**config.mk**
```make
export PLATFORM = sky130hd
export DESIGN_NAME = instr_fetch_unit
export DESIGN_NICKNAME = d
export VERILOG_FILES = /design/src/rtl/isa_pkg.sv /design/src/rtl/fetch_queue.sv /design/src/rtl/instr_fetch_unit.sv
export SDC_FILE = /design/constraint.sdc
export NUM_CORES = 1
export LEC_CHECK = 0
export CAP_MARGIN = 20
export CORE_UTILIZATION = 35
export DETAILED_ROUTE_END_ITERATION = 8
export GPL_TIMING_DRIVEN = 0
export MAX_ROUTING_LAYER = met4
export PLACE_DENSITY = 0.65
export SLEW_MARGIN = 20
export SYNTH_ARGS = -nofsm -noshare
export SYNTH_HDL_FRONTEND = slang
export SYNTH_SLANG_ARGS = --single-unit
```
**constraint.sdc**
```tcl
create_clock -name clk -period 11.7 [get_ports clk]
set_input_delay 1.755 -clock clk [delete_from_list [all_inputs] [get_ports clk]]
set_output_delay 1.755 -clock clk [all_outputs]
set_load 0.1 [all_outputs]
```
**src/rtl/isa_pkg.sv**
```systemverilog
// Shared ISA constants for the front end: widths, field positions, opcodes,
// format classes, the fetch-queue entry layout and the opcode pre-decoder.
package isa_pkg;

    localparam int IW = 24;
    localparam int AW = 24;

    localparam int COND_HI = 23;
    localparam int OP_HI   = 21;
    localparam int OP_LO   = 17;
    localparam int OPW     = OP_HI - OP_LO + 1;

    localparam logic [OPW-1:0] OP_AND  = 5'd0;
    localparam logic [OPW-1:0] OP_CAS  = 5'd1;
    localparam logic [OPW-1:0] OP_LWS  = 5'd2;
    localparam logic [OPW-1:0] OP_ADD  = 5'd3;
    localparam logic [OPW-1:0] OP_SUB  = 5'd4;
    localparam logic [OPW-1:0] OP_CMP  = 5'd5;
    localparam logic [OPW-1:0] OP_JR   = 5'd6;
    localparam logic [OPW-1:0] OP_ANDI = 5'd7;
    localparam logic [OPW-1:0] OP_ADDI = 5'd8;
    localparam logic [OPW-1:0] OP_LW   = 5'd9;
    localparam logic [OPW-1:0] OP_SW   = 5'd10;
    localparam logic [OPW-1:0] OP_BEQ  = 5'd11;
    localparam logic [OPW-1:0] OP_J    = 5'd12;
    localparam logic [OPW-1:0] OP_JAL  = 5'd13;
    localparam logic [OPW-1:0] OP_SHL  = 5'd14;

    typedef enum logic [1:0] {
        CLS_R   = 2'd0,
        CLS_I   = 2'd1,
        CLS_J   = 2'd2,
        CLS_ILL = 2'd3
    } insn_class_e;

    typedef struct packed {
        logic [IW-1:0] instr;
        logic [AW-1:0] pc;
        insn_class_e   cls;
        logic [1:0]    cond;
    } fetch_entry_t;

    function automatic insn_class_e predecode(input logic [OPW-1:0] op);
        insn_class_e cls;
        case (op)
            OP_AND, OP_CAS, OP_LWS, OP_ADD, OP_SUB, OP_CMP, OP_JR: cls = CLS_R;
            OP_ANDI, OP_ADDI, OP_LW, OP_SW, OP_BEQ:                cls = CLS_I;
            OP_J, OP_JAL, OP_SHL:                                   cls = CLS_J;
            default:                                                cls = CLS_ILL;
        endcase
        return cls;
    endfunction

endpackage

```
**src/rtl/fetch_queue.sv**
```systemverilog
// Small synchronous FIFO of pre-decoded fetch entries; flush empties it in
// one cycle and wins over any push or pop issued in the same cycle.
module fetch_queue
    import isa_pkg::*;
#(
    parameter int QDEPTH = 2
) (
    input  logic         clk,
    input  logic         rst_n,
    input  logic         push,
    input  logic         pop,
    input  logic         flush,
    input  fetch_entry_t din,
    output fetch_entry_t dout,
    output logic         full,
    output logic         empty
);

    localparam int PW = $clog2(QDEPTH);
    localparam int CW = $clog2(QDEPTH + 1);

    fetch_entry_t  mem [QDEPTH];
    logic [PW-1:0] wr_ptr;
    logic [PW-1:0] rd_ptr;
    logic [CW-1:0] count;

    assign full  = (count == CW'(QDEPTH));
    assign empty = (count == '0);
    assign dout  = mem[rd_ptr];

    // NOTE: storage is deliberately not reset; an entry is only observable
    // once count says it was written, so clearing count is enough.
    always_ff @(posedge clk) begin
        if (push && !flush)
            mem[wr_ptr] <= din;
    end

    // Pointers wrap naturally because QDEPTH is a power of two.
    always_ff @(posedge clk or negedge rst_n) begin
        if (!rst_n) begin
            wr_ptr <= '0;
            rd_ptr <= '0;
            count  <= '0;
        end else if (flush) begin
            wr_ptr <= '0;
            rd_ptr <= '0;
            count  <= '0;
        end else begin
            if (push)
                wr_ptr <= wr_ptr + 1'b1;
            if (pop)
                rd_ptr <= rd_ptr + 1'b1;
            if (push && !pop)
                count <= count + CW'(1);
            else if (pop && !push)
                count <= count - CW'(1);
        end
    end

endmodule

```
**src/rtl/instr_fetch_unit.sv**
```systemverilog
// Instruction fetch: owns the PC, reads the combinational instruction memory,
// pre-decodes each word and queues it for decode behind a valid/ready handshake.
module instr_fetch_unit
    import isa_pkg::*;
#(
    parameter logic [AW-1:0] RESET_PC = 24'd0,
    parameter int            QDEPTH   = 2
) (
    input  logic          clk,
    input  logic          rst_n,
    output logic [AW-1:0] Address,
    input  logic [IW-1:0] Instruction,
    input  logic          fetch_en,
    input  logic          redir_valid,
    input  logic [AW-1:0] redir_pc,
    output logic          out_valid,
    input  logic          out_ready,
    output logic [IW-1:0] out_instr,
    output logic [AW-1:0] out_pc,
    output logic [AW-1:0] out_pc_plus1,
    output logic [1:0]    out_class,
    output logic [1:0]    out_cond,
    output logic          out_illegal
);

    logic [AW-1:0] pc;
    logic          push;
    logic          pop;
    logic          full;
    logic          empty;
    fetch_entry_t  new_entry;
    fetch_entry_t  head;

    assign Address = pc;

    assign out_valid = !empty;
    assign pop       = out_valid && out_ready;
    // A full queue still accepts a word when the head leaves in the same cycle.
    assign push      = fetch_en && !redir_valid && (!full || pop);

    assign new_entry = '{
        instr: Instruction,
        pc:    pc,
        cls:   predecode(Instruction[OP_HI:OP_LO]),
        cond:  Instruction[COND_HI -: 2]
    };

    // NOTE: sequential state uses non-blocking assignments so every register
    // samples pre-edge values regardless of statement order.
    always_ff @(posedge clk or negedge rst_n) begin
        if (!rst_n)
            pc <= RESET_PC;
        else if (redir_valid)
            pc <= redir_pc;
        else if (push)
            pc <= pc + AW'(1);
    end

    fetch_queue #(
        .QDEPTH(QDEPTH)
    ) u_queue (
        .clk   (clk),
        .rst_n (rst_n),
        .push  (push),
        .pop   (pop),
        .flush (redir_valid),
        .din   (new_entry),
        .dout  (head),
        .full  (full),
        .empty (empty)
    );

    // Head fields are forced to zero while empty so stale storage never leaks.
    always_comb begin
        out_instr    = '0;
        out_pc       = '0;
        out_pc_plus1 = '0;
        out_class    = '0;
        out_cond     = '0;
        out_illegal  = 1'b0;
        if (!empty) begin
            out_instr    = head.instr;
            out_pc       = head.pc;
            out_pc_plus1 = head.pc + AW'(1);
            out_class    = head.cls;
            out_cond     = head.cond;
            out_illegal  = (head.cls == CLS_ILL);
        end
    end

endmodule

```
### After elaboration in Yosys (flattened, before gate mapping)

Memory sizes are Yosys's and may differ from the RTL's.
Index checks and enable logic that the tools add are counted.

* muxes and demuxes: 18
* $add $sub $neg: 6
* reduce and logical (&&, ||, !) cells: 16
* equal/unequal tests: 2

Operator list (count)
* 24-bit 2-to-1 mux: 5
* 24-bit by 1-bit adder with 24-bit output, second input constant: 2
* 2-bit 2-to-1 mux: 6
* 1-bit 2-to-1 mux: 7
* 1-bit logical AND: 6
* 1-bit logical NOT: 5
* 2-bit == test, second input constant: 2
* 2-bit nonzero test: 2
* 3-bit nonzero test: 1
* 1-bit adder, second input constant: 2
* 2-bit by 1-bit adder with 2-bit output, second input constant: 1
* 2-bit logical NOT: 1
* 2-bit by 1-bit subtractor with 2-bit output, second input constant: 1
* 1-bit logical OR: 1

* bits in read-only memories: 32
* register bits: 28
* memories kept: 2
* RAM bits: 104
* output and inout bits: 102

Memories
* u_queue.mem: words 2, bits a word 52, read ports 1, clocked after memory_dff 0, write ports 1, RTL line fetch_queue.sv:22 `fetch_entry_t mem [QDEPTH];`
* (name not given): words 16, bits a word 2, read ports 1, clocked after memory_dff 0, write ports 0, RTL line isa_pkg.sv:45 `case (op)`

### Depth between registers and ports, before layout

* depth after elaboration: 10
* gate-level depth with buffers: 9

### Hierarchy

From an unflattened synthesis, not the netlist that was laid out.

* cells, all modules: 551
* area total of the unflattened synthesis: 6842.8 sq um

Modules (own cells, without submodules)
* fetch_queue: cells each 182, area each 4172.8 sq um, times used 1, sequential area each 3223.1 sq um
* instr_fetch_unit: cells each 369, area each 2670.1 sq um, times used 1, sequential area each 600.6 sq um

### Least setup slack after synthesis

No wires, ideal clock.

* path kind: input to register
* start point: input fetch_en
* end point: memory u_queue.mem[1][10] (netlist name), enable pin
* required time: 11.170 ns
* arrival time: 5.936 ns
* setup slack: 5.234 ns
* library setup time: 0.530 ns
* stages on the path: 3
* cells stage by stage: clkbuf_1 > nand2_1 > nor3b_1

* word-level cells in the longest chain between the ends: 5

RTL lines
* start, declared: RTL line instr_fetch_unit.sv:13 `input logic fetch_en,`
* 1-bit logical AND (2 in a row): RTL line instr_fetch_unit.sv:39 `assign push = fetch_en && !redir_valid && (!full || pop);`
* 1-bit logical AND: RTL line fetch_queue.sv:34 `if (push && !flush)`
* 1-bit 2-to-1 mux: RTL line fetch_queue.sv:34
* 1-bit 2-to-1 mux (not written as such): RTL line fetch_queue.sv:35 `mem[wr_ptr] <= din;`
* end, declared: RTL line fetch_queue.sv:22

No other way between the ends.

### Final worst setup path

* start point: register u_queue.rd_ptr
* end point: output out_pc_plus1[22]

* word-level cells in the longest chain between the ends: 3

RTL lines
* start, declared: RTL line fetch_queue.sv:24 `logic [PW-1:0] rd_ptr;`
* start signal, assigned: RTL line fetch_queue.sv:52 `rd_ptr <= rd_ptr + 1'b1;`
* memory read 2 x 52 bit
* 24-bit by 1-bit adder with 24-bit output: RTL line instr_fetch_unit.sv:84 `out_pc_plus1 = head.pc + AW'(1);`
* 24-bit 2-to-1 mux: RTL line instr_fetch_unit.sv:81 `if (!empty) begin`
* end, declared: RTL line instr_fetch_unit.sv:20 `output logic [AW-1:0] out_pc_plus1,`

No other way between the ends.

==> qor.yml <==
antenna_left: 0
cp_max_fo: 10
antenna_found_initial: 0
p_total_uw: 1490
hold_path_depth: 0
end_kind: "output pin"
cts_hold_buf: 0
dr.pass1.iters: 4
numClockSinks: 128
synth.net_count: 584
ys_seq_area_share_pct: 58.7
grt.overflow.total: 0
initial_utilization_pct: 36.1
worst-r2r-cell-count: 6
clockBufferDepth: 2
post_cts_buffers: 0
ys_seq_elements: 128
ys_types: 56
outcome: "complete, no violations"
timing.final.crit_share_pct: 50.5
leakage_uw: 0.00311
portBuffers: 153
drc: 0
maxCapViolCount: 0
grt_pass1_wl_um: 24500
antenna_cells: 0
grt_usage_pct: 18.2
drive_gt1_share_pct: 14.2
synth_top_area_cell: "edfxtp_1"
grt_pass1_vias: 4796
cts_buffers: 17
slew_headroom_pct: 29.6
die_y_um: 136
htreeDepth: 4
cp.required_ns: 9.95
finalWeightedCongestion: 0.871
r2r_slack_ns: 9.61
timing_worst_setup_path_type: "register to output pin"
syn_inst: 529
crit_end: "out_pc_plus1[22]"
critPathLaunchType: "register"
hold_violations: 0
synth_area_leaders: "edfxtp_1 (48%), dfrtp_1 (11%), mux2i_1 (7.0%), nor2_1 (4.2%), xnor2_1 (3.6%)"
fmaxAchievable_ghz: 0.169
syn_avg_cell_area_um2: 11.9
worst_pin_slew_ns: 1.05
vias: 4697
routed_via_density: 4.94
setup_tns_ns: 0
netlist.area_leader.share_pct: 47.6
finalClockSkew_ns: 0.0107
wl_per_cell_um: 16.6
cts_tree: "yes"
layout.nets: 768
num_rows: 48
die_x_um: 136
die-area_um2: 18600
setup_viol: 0
ys.flop_type: "edfxtp_1"
startpoint: "u_queue.rd_ptr"
root_buffer: "clkbuf_16"
drtIter0Drc: 251
peakVddDrop_mv: 0.115
wl_um: 15800
core_area_um2: 17500
clkTransAtPathRegs_ns: 0.06
grt_max_degree: 29
syn_area_um2: 6310
ioPinCount: 155
synthToLayoutAreaGrowth_pct: 40.3
rsz0062_at_grt: "false"
synth_edf_count: 100
yosys_warnings: 0
finalWorstPathRequiredPeriod_ns: 5.91
ys_async_sr_fraction_pct: 21.9
r2r-start: "u_queue.count[1]"
cts_resized: 0
p_per_area_nw_per_um2: 168
maxSlewViolCount: 0
clkLatencyLatePin_ns: 0.41
cp_data_arrival_time_ns: 4.16
hold_path.class: "register to register"
reg2reg_to: "u_queue.mem[1][41]"
dp_hpwl_um: 11900
[layout by cell type (no fill, tap or decap), drive strengths merged, types with 7 or more instances in the layout]
master / n
buf: 53
nor2: 71
xnor2: 26
nor3: 16
dfrtp: 28
mux2i: 44
inv: 8
o21ai: 29
nor4: 7
clkbuf: 29
clkdlybuf4s50: 152
xor2: 10
nand2: 52
nand4: 11
edfxtp: 100
nand3: 16
[state kept, by name, indices dropped and copies added (netlist names)]
| name | cells |
|---|---|
| u_queue.mem | 100 |
| Address | 24 |
| u_queue.count | 2 |
| u_queue.rd_ptr | 1 |
| u_queue.wr_ptr | 1 |
[stage by stage]
| step | worst slack [ns] | util (%) | area [um^2] | hold slack [ns] | cells |
|---|---|---|---|---|---|
| 2_1_floorplan | 5.23 | - | 6310 | 0.485 | 529 |
| 3_3_place_gp | 2.36 | 46.5 | 8130 | 0.525 | 907 |
| 3_5_place_dp | 6.25 | 47.1 | 8240 | 0.523 | 919 |
| 4_1_cts | 5.80 | 50.7 | 8850 | 0.540 | 951 |
| 5_1_grt | 5.55 | 50.7 | 8850 | 0.563 | 951 |
| 6_report | 5.79 | 50.7 | 8850 | 0.533 | 951 |
[routing by layer]
metal / routed length, um / GRT usage [%] / vias up
li1: - / - / 2251
met1: 6790 / 21.6 / 2254
met2: 7850 / 29.6 / 163
met3: 712 / 3.80 / 29
met4: 400 / 8.33 / 0
met5: 0 / - / -
[critical path: stages, from the launching register on]
cell and delay (ns):
dfrtp_1 0.35, buf_2 0.24, buf_2 0.32, mux2_2 0.25, ha_1 0.15, inv_1 0.10
a211oi_4 0.44, nand2_2 0.19, o31a_1 0.32, nor3_1 0.21, clkdlybuf4s50_1 1.18
[area by class of cell]
class | instances | area (um^2)
Clock buffer | 18 | 429
Buffer | 51 | 323
Multi-Input combinational cell | 342 | 2270
Sequential cell | 128 | 3700
Clock inverter | 14 | 189
Tap cell | 225 | 282
Fill cell | 1506 | 8620
Inverter | 8 | 30.0
Timing Repair Buffer | 165 | 1630
[cells by family (layout without fill, tap and decap cells)]
group           Yosys count  after routing  share of synthesized area (%)
simple gates            199            199                           16.3
flops                   128            128                           58.7
buf+inv                  59            256                           5.59
compound gates           55             55                           5.97
mux                      50             50                           8.05
xor+xnor                 36             36                           5.00
fa+ha+maj                 2              2                          0.396
[cell usage after synthesis (5+ instances only)]
cell type / n
nor3_1: 16
nand3_1: 14
inv_1: 7
o21ai_0: 27
nor2_1: 71
clkbuf_1: 10
mux2_2: 6
xor2_1: 10
mux2i_1: 44
buf_4: 28
nand4_1: 8
nand2_1: 50
buf_2: 6
xnor2_1: 26
edfxtp_1: 100
dfrtp_1: 28
and3_1: 5
[worst min path at each step]
stage                     slack [ns]            endpoint        start
final                           0.53  u_queue.mem[0][27]  Address[23]
after global routing            0.56  u_queue.mem[0][27]  Address[23]
after global placement          0.53  u_queue.mem[0][27]  Address[23]
after floorplan                 0.48  u_queue.mem[0][27]  Address[23]
after CTS                       0.54  u_queue.mem[0][27]  Address[23]
after detailed placement        0.52  u_queue.mem[0][27]  Address[23]
[where the power goes]
group          switching [uW]  internal, uW  total [uW]
sequential               23.2           520         543
combinational             293           110         403
clock                     188           355         544
Power figures use the tool's default switching activity.
